### config.mk
export PLATFORM = sky130hd
export DESIGN_NAME = reg_file_sb
export DESIGN_NICKNAME = d
export VERILOG_FILES = /design/src/rtl/reg_file_sb.sv
export SDC_FILE = /design/constraint.sdc
export NUM_CORES = 1
export LEC_CHECK = 0
export CAP_MARGIN = 0
export CORE_AREA = 2 2 183 185
export CTS_CLUSTER_SIZE = 14
export DETAILED_ROUTE_END_ITERATION = 16
export DIE_AREA = 0 0 185 187
export GPL_TIMING_DRIVEN = 0
export PLACE_DENSITY = 0.39
export SLEW_MARGIN = 20
export SYNTH_ARGS = -nofsm -noshare
export SYNTH_HDL_FRONTEND = slang
export SYNTH_SLANG_ARGS = --single-unit
### constraint.sdc
create_clock -name CLK -period 3.9 [get_ports CLK]
set_clock_uncertainty 0.05 [all_clocks]
set_input_delay 0.78 -clock CLK [delete_from_list [all_inputs] [get_ports CLK]]
set_output_delay 0.78 -clock CLK [all_outputs]
set_load 0.1 [all_outputs]
### src/rtl/reg_file_sb.sv
// Parametrised CPU register file: 2 combinational read ports, 1 write port, pending-write scoreboard, registered cpu_out mirror.
// Latency: reads are combinational; writes, busy bits, pending_cnt and cpu_out/out_strobe update at the CLK rise.
// Backpressure: none; strobes are sampled each edge. Optional write-to-read forwarding via macro REG_FILE_BYPASS_EN.
module reg_file_sb #(
  parameter int DATA_W  = 8,
  parameter int ADDR_W  = 4,
  parameter int OUT_IDX = (1 << ADDR_W) - 1
) (
  input  logic              CLK,
  input  logic              RST_N,
  input  logic [ADDR_W-1:0] RA1,
  input  logic [ADDR_W-1:0] RA2,
  input  logic [ADDR_W-1:0] WA,
  input  logic [DATA_W-1:0] WD,
  input  logic              write_enable,
  input  logic              issue_en,
  input  logic [ADDR_W-1:0] issue_addr,
  output logic [DATA_W-1:0] RD1,
  output logic [DATA_W-1:0] RD2,
  output logic              RD1_valid,
  output logic              RD2_valid,
  output logic [DATA_W-1:0] cpu_out,
  output logic              out_strobe,
  output logic [ADDR_W:0]   pending_cnt
);

  localparam int NREG = 1 << ADDR_W;
  localparam logic [ADDR_W-1:0] OUT_ADDR = ADDR_W'(OUT_IDX);

  logic [DATA_W-1:0] mem [NREG];
  logic [NREG-1:0]   busy;
  logic [NREG-1:0]   busy_nxt;
  logic [ADDR_W:0]   cnt_nxt;

  // Next busy vector: the clear from writeback is applied first so a same-address issue wins.
  always_comb begin
    busy_nxt = busy;
    if (write_enable) busy_nxt[WA] = 1'b0;
    if (issue_en)     busy_nxt[issue_addr] = 1'b1;
  end

  // Population count of the next busy vector, so pending_cnt always tracks busy exactly.
  always_comb begin
    cnt_nxt = '0;
    for (int i = 0; i < NREG; i++) begin
      cnt_nxt = cnt_nxt + (ADDR_W+1)'(busy_nxt[i]);
    end
  end

  // Register storage; every index, including 0, is writable.
  always_ff @(posedge CLK or negedge RST_N) begin
    if (!RST_N) begin
      for (int i = 0; i < NREG; i++) begin
        mem[i] <= '0;
      end
    end else if (write_enable) begin
      mem[WA] <= WD;
    end
  end

  // Scoreboard state and its registered pending count.
  always_ff @(posedge CLK or negedge RST_N) begin
    if (!RST_N) begin
      busy        <= '0;
      pending_cnt <= '0;
    end else begin
      busy        <= busy_nxt;
      pending_cnt <= cnt_nxt;
    end
  end

  // Mirror of the architectural output register with a one-cycle update pulse.
  always_ff @(posedge CLK or negedge RST_N) begin
    if (!RST_N) begin
      cpu_out    <= '0;
      out_strobe <= 1'b0;
    end else if (write_enable && (WA == OUT_ADDR)) begin
      cpu_out    <= WD;
      out_strobe <= 1'b1;
    end else begin
      out_strobe <= 1'b0;
    end
  end

  // Read ports; with forwarding, an in-flight write to the read address is returned as ready data.
  always_comb begin
    RD1       = mem[RA1];
    RD2       = mem[RA2];
    RD1_valid = ~busy[RA1];
    RD2_valid = ~busy[RA2];
`ifdef REG_FILE_BYPASS_EN
    if (write_enable && (WA == RA1)) begin
      RD1       = WD;
      RD1_valid = 1'b1;
    end
    if (write_enable && (WA == RA2)) begin
      RD2       = WD;
      RD2_valid = 1'b1;
    end
`endif
  end

endmodule
==> results.md <==
Outcome:
- The final reports fail on setup timing.
- The run finished, with violations left.

Pwr:
- The internal power of the cells totals about 4.3 mW.
- Dividing total power by cell area gives a power density of 666.2 nW/µm².
- The total net switching power is between 2 and 3 mW.
- Across the VDD grid, the largest voltage drop is 0.5011 mV.
- The power share of the sequential group is between 30 and 40%.
- The share of total power dissipated in the clock network is approximately a quarter.
- The net switching fraction of the power is 38.45%.
- The part of the total power dissipated in combinational logic is 44.4%.
- Summed over all cells, the static leakage comes to approximately 4.2 nW.
- After layout, the design draws a total of 6.923 mW.

GRT:
- The total congestion overflow is 0.
- The first global-routing pass estimated about 40000 µm of wire.
- The initial antenna violation count was 0.
- Entering global routing, the biggest net connects 92 pins.
- The via count of the first global-routing pass is 6091.
- For this run, the total global-route usage over all layers was measured as between 15 and 20%.

Clock tree:
- The clock latency on the worst-skew pair is about 0.43 ns.
- The root buffer cell is clkbuf_16.
- The number of buffers created by CTS is 17.
- TritonCTS built the clock tree.
- In this run the deepest clock path goes through 2 buffers.
- The number of levels in the clock H-tree is 4.
- The clock sink total is 150.
- The clock transition time at the flip-flop clock pins of the worst setup and hold paths is 0.07 ns.
- After clock tree synthesis, the flow added hold-fix buffers numbering 0.

Logic synthesis:
- The number of flops mapped to enable cells by yosys is 0.
- Of the total synthesized cell area, the portion taken by full adders, half adders and majority gates is approximately 3.1%.
- The flip-flop cell with the highest count after synthesis is dfrtp_1.
- Counting every net in the synthesized netlist gives between 600 and 700.
- The complex-gate fraction of the synthesized area is ~6%.
- In this run, synthesis produced a sequential element count of 150.
- The proportion of synthesized chip area in sequential cells is between 40% and 50%.
- The largest family of logic cells by synthesized area is multiplexers.
- In the synthesized netlist, the number of instances is 570.
- The cell with the most instances after synthesis is dfrtp_1.
- The average cell area after synthesis is approximately 15 µm².
- The number of distinct library cells after synthesis is 50.
- The largest total area in the synthesized netlist belongs to dfrtp_1.
- The commonest cells after synthesis are 150 x dfrtp_1, 120 x mux2_2, 72 x mux4_2.
- Counting flops with an async set or reset pin after synthesis yields a share of between 90% and 100%.
- After synthesis, the share of cell area in mux cells is a little under two fifths.
- The share of the synthesized area in the top cell type is around 45%.
- Of the total synthesized cell area, the portion taken by XOR and XNOR cells is 0.2084%.
- The Yosys step of the flow raised 0 warnings.
- The netlist area before placement is around 8400 µm².
- After Yosys synthesis, and, or, nand and nor cells account for under 10% of the synthesized area.
- Yosys attributes the largest share of cell area to dfrtp_1 45%, mux4_2 19%, mux2_2 16%.

Floorplanning:
- The area of the core is ~33000 µm².
- The die outline area is between 30000 and 40000 µm².
- The die is 185 µm wide.
- In this run the count of I/O pins placed on the die edge is 60.
- The initial utilization of the core area, before any placement, comes to 25.58%.
- The die is between 150 and 200 µm tall.
- The standard-cell row count is between 60 and 70.

Critical path:
- The worst path required time is around 4.2 ns.
- Measured in cells, the most critical reg-to-reg path has a length of 12.
- STA classifies the critical path startpoint as an input port.
- The type of the worst setup path is in2reg.
- The worst setup path is captured at a flip-flop.
- Data arrives at the worst endpoint at between 4 and 5 ns.
- The largest fanout of any net on the critical path is 5.

Detailed routing:
- The number of vias after detailed routing is ~5500.
- In the routed layout, each cell is associated on average with a via count of 4.912.
- For this run, design rule violations remaining after detail routing come to 0.
- The iteration count of the initial detailed-routing pass is 4.
- The routed design has approximately 27000 µm of wire.
- The routed length per instance is approximately 24 µm.
- The starting DRC count in detailed routing is approximately 380.
- In this run the remaining antenna-violating nets after routing total 0.

Finish:
- The repair_antennas step left the layout with diodes totalling 0.
- Summing all non-filler instances in the final layout gives an area of 10390 µm².
- The number of inserted filler cells in the final layout is ~3300.
- The area added between synthesis and finish is 23.64%.
- The share of post-route cells with drive strength above 1 is 53.65%.
- The post-layout net count is around 700.

Min path:
- The class of the tightest hold or removal check is in2async.

Place:
- The placed wire-length estimate after detailed placement is around 18000 µm.
- The worst slack after detailed placement is -1.807 ns.
- In this run the tool buffered the top-level ports with between 50 and 60 buffer cells.
- Summing all placed instances gives a cell area of between 9000 and 10000 µm².
- The congestion estimate from routability-driven global placement came to ~0.75.

Timing:
- Setup violations remaining at the end of the flow were counted as 4.
- Timing would allow up to around 0.23 GHz.
- The total negative slack is -1.127 ns.
- At the pin with the least slew margin, the transition time is between 0.9 and 1 ns.
- The hold violation count in the final report is 0.
- The final critical-path setup slack is -0.3592 ns.
- The max-slew violation total from the final report is 0.
- The remaining max-slew budget at the tightest pin is about a third.
- The worst hold-check slack is between 0.2 and 0.25 ns.
- Setup repair after global routing could not meet its margin everywhere.
- The final critical path takes up 109.2% of the cycle.
- The post-layout minimum cycle time is around 4.3 ns.

Flow run:
- The tool flagged a number of max-cap violations equal to 0.
==> power groups by stage <==
stage                     registers, mW  logic, mW  clock network (mW)
after floorplan                    2.31       2.08                   0
after global routing               2.28       3.35                1.74
final                              2.22       3.08                1.62
after CTS                          2.22       2.89                1.67
after detailed placement           2.25       2.85                   0
after global placement             2.21       2.83                   0
==> flip-flops by register name, summed over array words and instances, names as in the netlist <==
name / count
busy: 16
pending_cnt: 5
mem: 128
out_strobe: 1
==> metal layers <==
metal  vias to the layer above  global-route usage [%]  share of wire [%]
met5                         -                       0                  0
li1                       2370                       -                  -
met3                        31                   3.699                5.2
met4                         0                   4.823                1.9
met2                       151                   25.55                 48
met1                      2945                   21.83                 45
==> final timing paths <==
path	slack [ns]	to	start
max in group asynchronous	2.71	busy[13]	RST_N
max	-0.36	pending_cnt[4]	WA[1]
min reg2reg	0.48	mem[11]	mem[11]
min in group CLK	0.48	mem[11]	mem[11]
max reg2reg	0.20	pending_cnt[4]	busy[15]
min	0.24	mem[98]	RST_N
==> critical path: stages <==
cell     delay (ns)
buf_8          0.10
buf_6          0.12
buf_6          0.11
nor4b_4        0.36
o22ai_2        0.14
fa_1           0.57
inv_2          0.04
fa_2           0.44
fa_2           0.54
inv_2          0.04
fa_2           0.54
ha_4           0.13
inv_2          0.04
fa_2           0.37
nor2b_1        0.12
o21a_1         0.13
==> metrics by stage <==
| stage | util (%) | std cells |
|---|---|---|
| 2_1_floorplan | - | 570 |
| 3_3_place_gp | 28.99 | 1069 |
| 3_5_place_dp | 29.12 | 1070 |
| 4_1_cts | 31.40 | 1114 |
| 5_1_grt | 31.62 | 1119 |
| 6_report | 31.62 | 1119 |
==> layout by cell type, fill, tap and decap left out, drive strengths merged, types with 10 or more instances in the layout <==
master         instances
a22o                  10
a22oi                 37
buf                   54
clkbuf                44
clkdlybuf4s15         14
clkdlybuf4s50         26
dfrtp                150
fa                    10
inv                   19
mux2                 128
mux4                  72
nand2                 23
nor2                  13
==> kinds of logic after synthesis <==
group | count (synthesis)
XOR/XNOR | 2
flip-flops | 150
buffers and inverters | 65
AND/OR/NAND/NOR | 71
adder cells (fa/ha/maj) | 15
AO/OA/AOI/OAI | 67
multiplexers | 200
==> area by class of cell <==
type | count | area, µm² | share of cell area [%]
repair buffers | 71 | 663.1 | 6.381
multi-input cells | 355 | 4483 | 43.14
inverters | 17 | 63.81 | 0.6140
clock inverters | 10 | 96.34 | 0.9270
well taps | 448 | 560.5 | 5.394
flip-flops and latches | 150 | 3754 | 36.12
plain buffers | 47 | 301.5 | 2.902
clock buffers | 21 | 470.5 | 4.527
==> repair_timing <==
item | in CTS | in global routing
resized for setup | 100 | 40
buffers inserted | 13 | 6
pin swaps | 7 | 19
setup endpoints to repair | 23 | 13
Power figures use the tool's default switching activity.
==> variant: new RTL, config.mk and constraints unchanged <==
Set the parameter `ADDR_W` to 3 (it was 4).
--- a/src/rtl/reg_file_sb.sv
+++ b/src/rtl/reg_file_sb.sv
@@ -3,7 +3,7 @@
 // Backpressure: none; strobes are sampled each edge. Optional write-to-read forwarding via macro REG_FILE_BYPASS_EN.
 module reg_file_sb #(
   parameter int DATA_W  = 8,
-  parameter int ADDR_W  = 4,
+  parameter int ADDR_W  = 3,
   parameter int OUT_IDX = (1 << ADDR_W) - 1
 ) (
   input  logic              CLK,
Interface: changed (5 resized); port bits go from 60 to 55. No check against the original RTL was run, so the function may have changed too.
==> variant against the original RTL <==
Setup slack better by 0.43 ns. Synthesized area is 44% lower. Register-to-register slack improved by 0.65 ns. Total power down 45%. Fmax increased by 11%. Wire length fell by 47%. Sequential power down 45%. Sequential share of layout area fell by 1.1 points. Die area is the same. Design area decreased by 42%. Sequential cell count shrank 65. Critical path type is now in2out. Largest power group unchanged.
==> variant: results (changes against the original RTL) <==
** Final layout
- Multi-input logic area :: 2400 um^2 (-46%)
- Non-filler cells, final :: 791 (-29%)
- The clock-cell share of area came to 5.40% (-0.056 points).
- The number of clock-tree buffers in the layout came to 9 (-57%).
- Buffering overhead :: 10.1% (+0.83 points)
- The largest registers in the layout are mem x64, busy x8, cpu_out x8.
- Final-stage net count :: 369 (-47%)
- The area growth from synthesis to layout is 29.5%.

** Power and ir drop
- PD cells :: 629 nW/um^2 (-5.6%)
- Static leakage power :: 0.00252 uW (-41%)
- The combinational fraction of design power came to 42.6% (-1.8 points).
- IR drop worst, VDD :: 0.208 mV (-59%)

** Clock tree
- The number of H-tree levels is 3 (-1).
- The number of instances resized during post-cts repair is 20 (-80%).

** Global route
- The maximum number of pins on one net before global-route repair was 59 (-36%).
- The number of global-route vias before repair came to 3062 (-50%).
- The overall fraction of global-route tracks in use is 8.39% (-7.7 points).
- The global-route track usage on met3 came to 1.87% (-1.8 points).

** Route
- The total number of vias was 2792 (-49%).
- Total length of routed wires :: 14.0 mm (-47%)

** Critical path
- Critical path arrival :: 3.00 ns (-1.58 ns)
- In this design, the largest share of critical-path delay is due to buffers and inverters.
- Max stage delay on crit path :: 0.89 ns (+0.32 ns)
- The cell count of the worst reg-to-reg path came to 10 (-2).
- The critical path ends at RD2_valid.

** Placed design
- Final HPWL DP :: 9.42 mm (-48%)
- The count of input and output buffers came to 44 (-14%).
- The final weighted congestion in routability-driven placement is 0.684 (-9.3%).
- The pre-CTS setup slack is -0.417 ns (+1.39 ns).

** Synth
- Top post-synthesis cells by count :: sky130_fd_sc_hd__dfrtp_1, sky130_fd_sc_hd__mux2_2, sky130_fd_sc_hd__mux4_1
- Ranked by total cell area, the synthesized netlist is headed by sky130_fd_sc_hd__dfrtp_1, sky130_fd_sc_hd__mux2_2, sky130_fd_sc_hd__mux4_1.
- Unique cell type count in the Yosys netlist :: 30 (-40%)
- Total nets after synthesis :: 312 (-49%)

** Status
- Result of the run :: finished clean
[variant: cell count changes after synthesis, sizes merged, moves of 5 or more]
cell    unedited run  this run
nor3               5         0
inv               17        11
a22o              10         3
o21ai              5         0
buf               30        16
fa                10         4
nand2             23         0
dfrtp            150        85
mux4              72        36
clkbuf            18         4
nor2              13         1
a22oi             37         3
mux2             128        88
[variant: worst register-to-register path, stage by stage, from the launching register on]
cell and delay (ns):
sky130_fd_sc_hd__dfrtp_1 0.39, sky130_fd_sc_hd__inv_1 0.08, sky130_fd_sc_hd__a2bb2oi_1 0.21, sky130_fd_sc_hd__fa_1 0.46, sky130_fd_sc_hd__fa_1 0.52, sky130_fd_sc_hd__fa_1 0.42
sky130_fd_sc_hd__inv_1 0.07, sky130_fd_sc_hd__ha_1 0.17, sky130_fd_sc_hd__inv_1 0.06, sky130_fd_sc_hd__fa_1 0.48, sky130_fd_sc_hd__inv_1 0.04
[variant: cells by family (layout without fill, tap and decap cells)]
family,count (synthesis),after routing,share of synthesized area (%)
adder cells (fa/ha/maj),7,7,2.51
buffers and inverters,31,93,4.03
flip-flops,85,85,45.3
AO/OA/AOI/OAI,16,16,2.88
AND/OR/NAND/NOR,15,15,3.33
XOR/XNOR,1,1,0.187
multiplexers,126,126,41.7
[variant: worst min path at each step]
stage	startpoint	to	slack, ns	cells past startpoint
global placement	cpu_out[4]$_DFFE_PN0P_	cpu_out[4]$_DFFE_PN0P_	0.44	1
global route	RST_N	pending_cnt[0]$_DFF_PN0_	0.26	1
floorplan	RST_N	busy[0]$_DFF_PN0_	0.43	0
CTS	RST_N	pending_cnt[0]$_DFF_PN0_	0.25	1
detailed placement	cpu_out[3]$_DFFE_PN0P_	cpu_out[3]$_DFFE_PN0P_	0.45	1
finish	RST_N	pending_cnt[1]$_DFF_PN0_	0.25	1
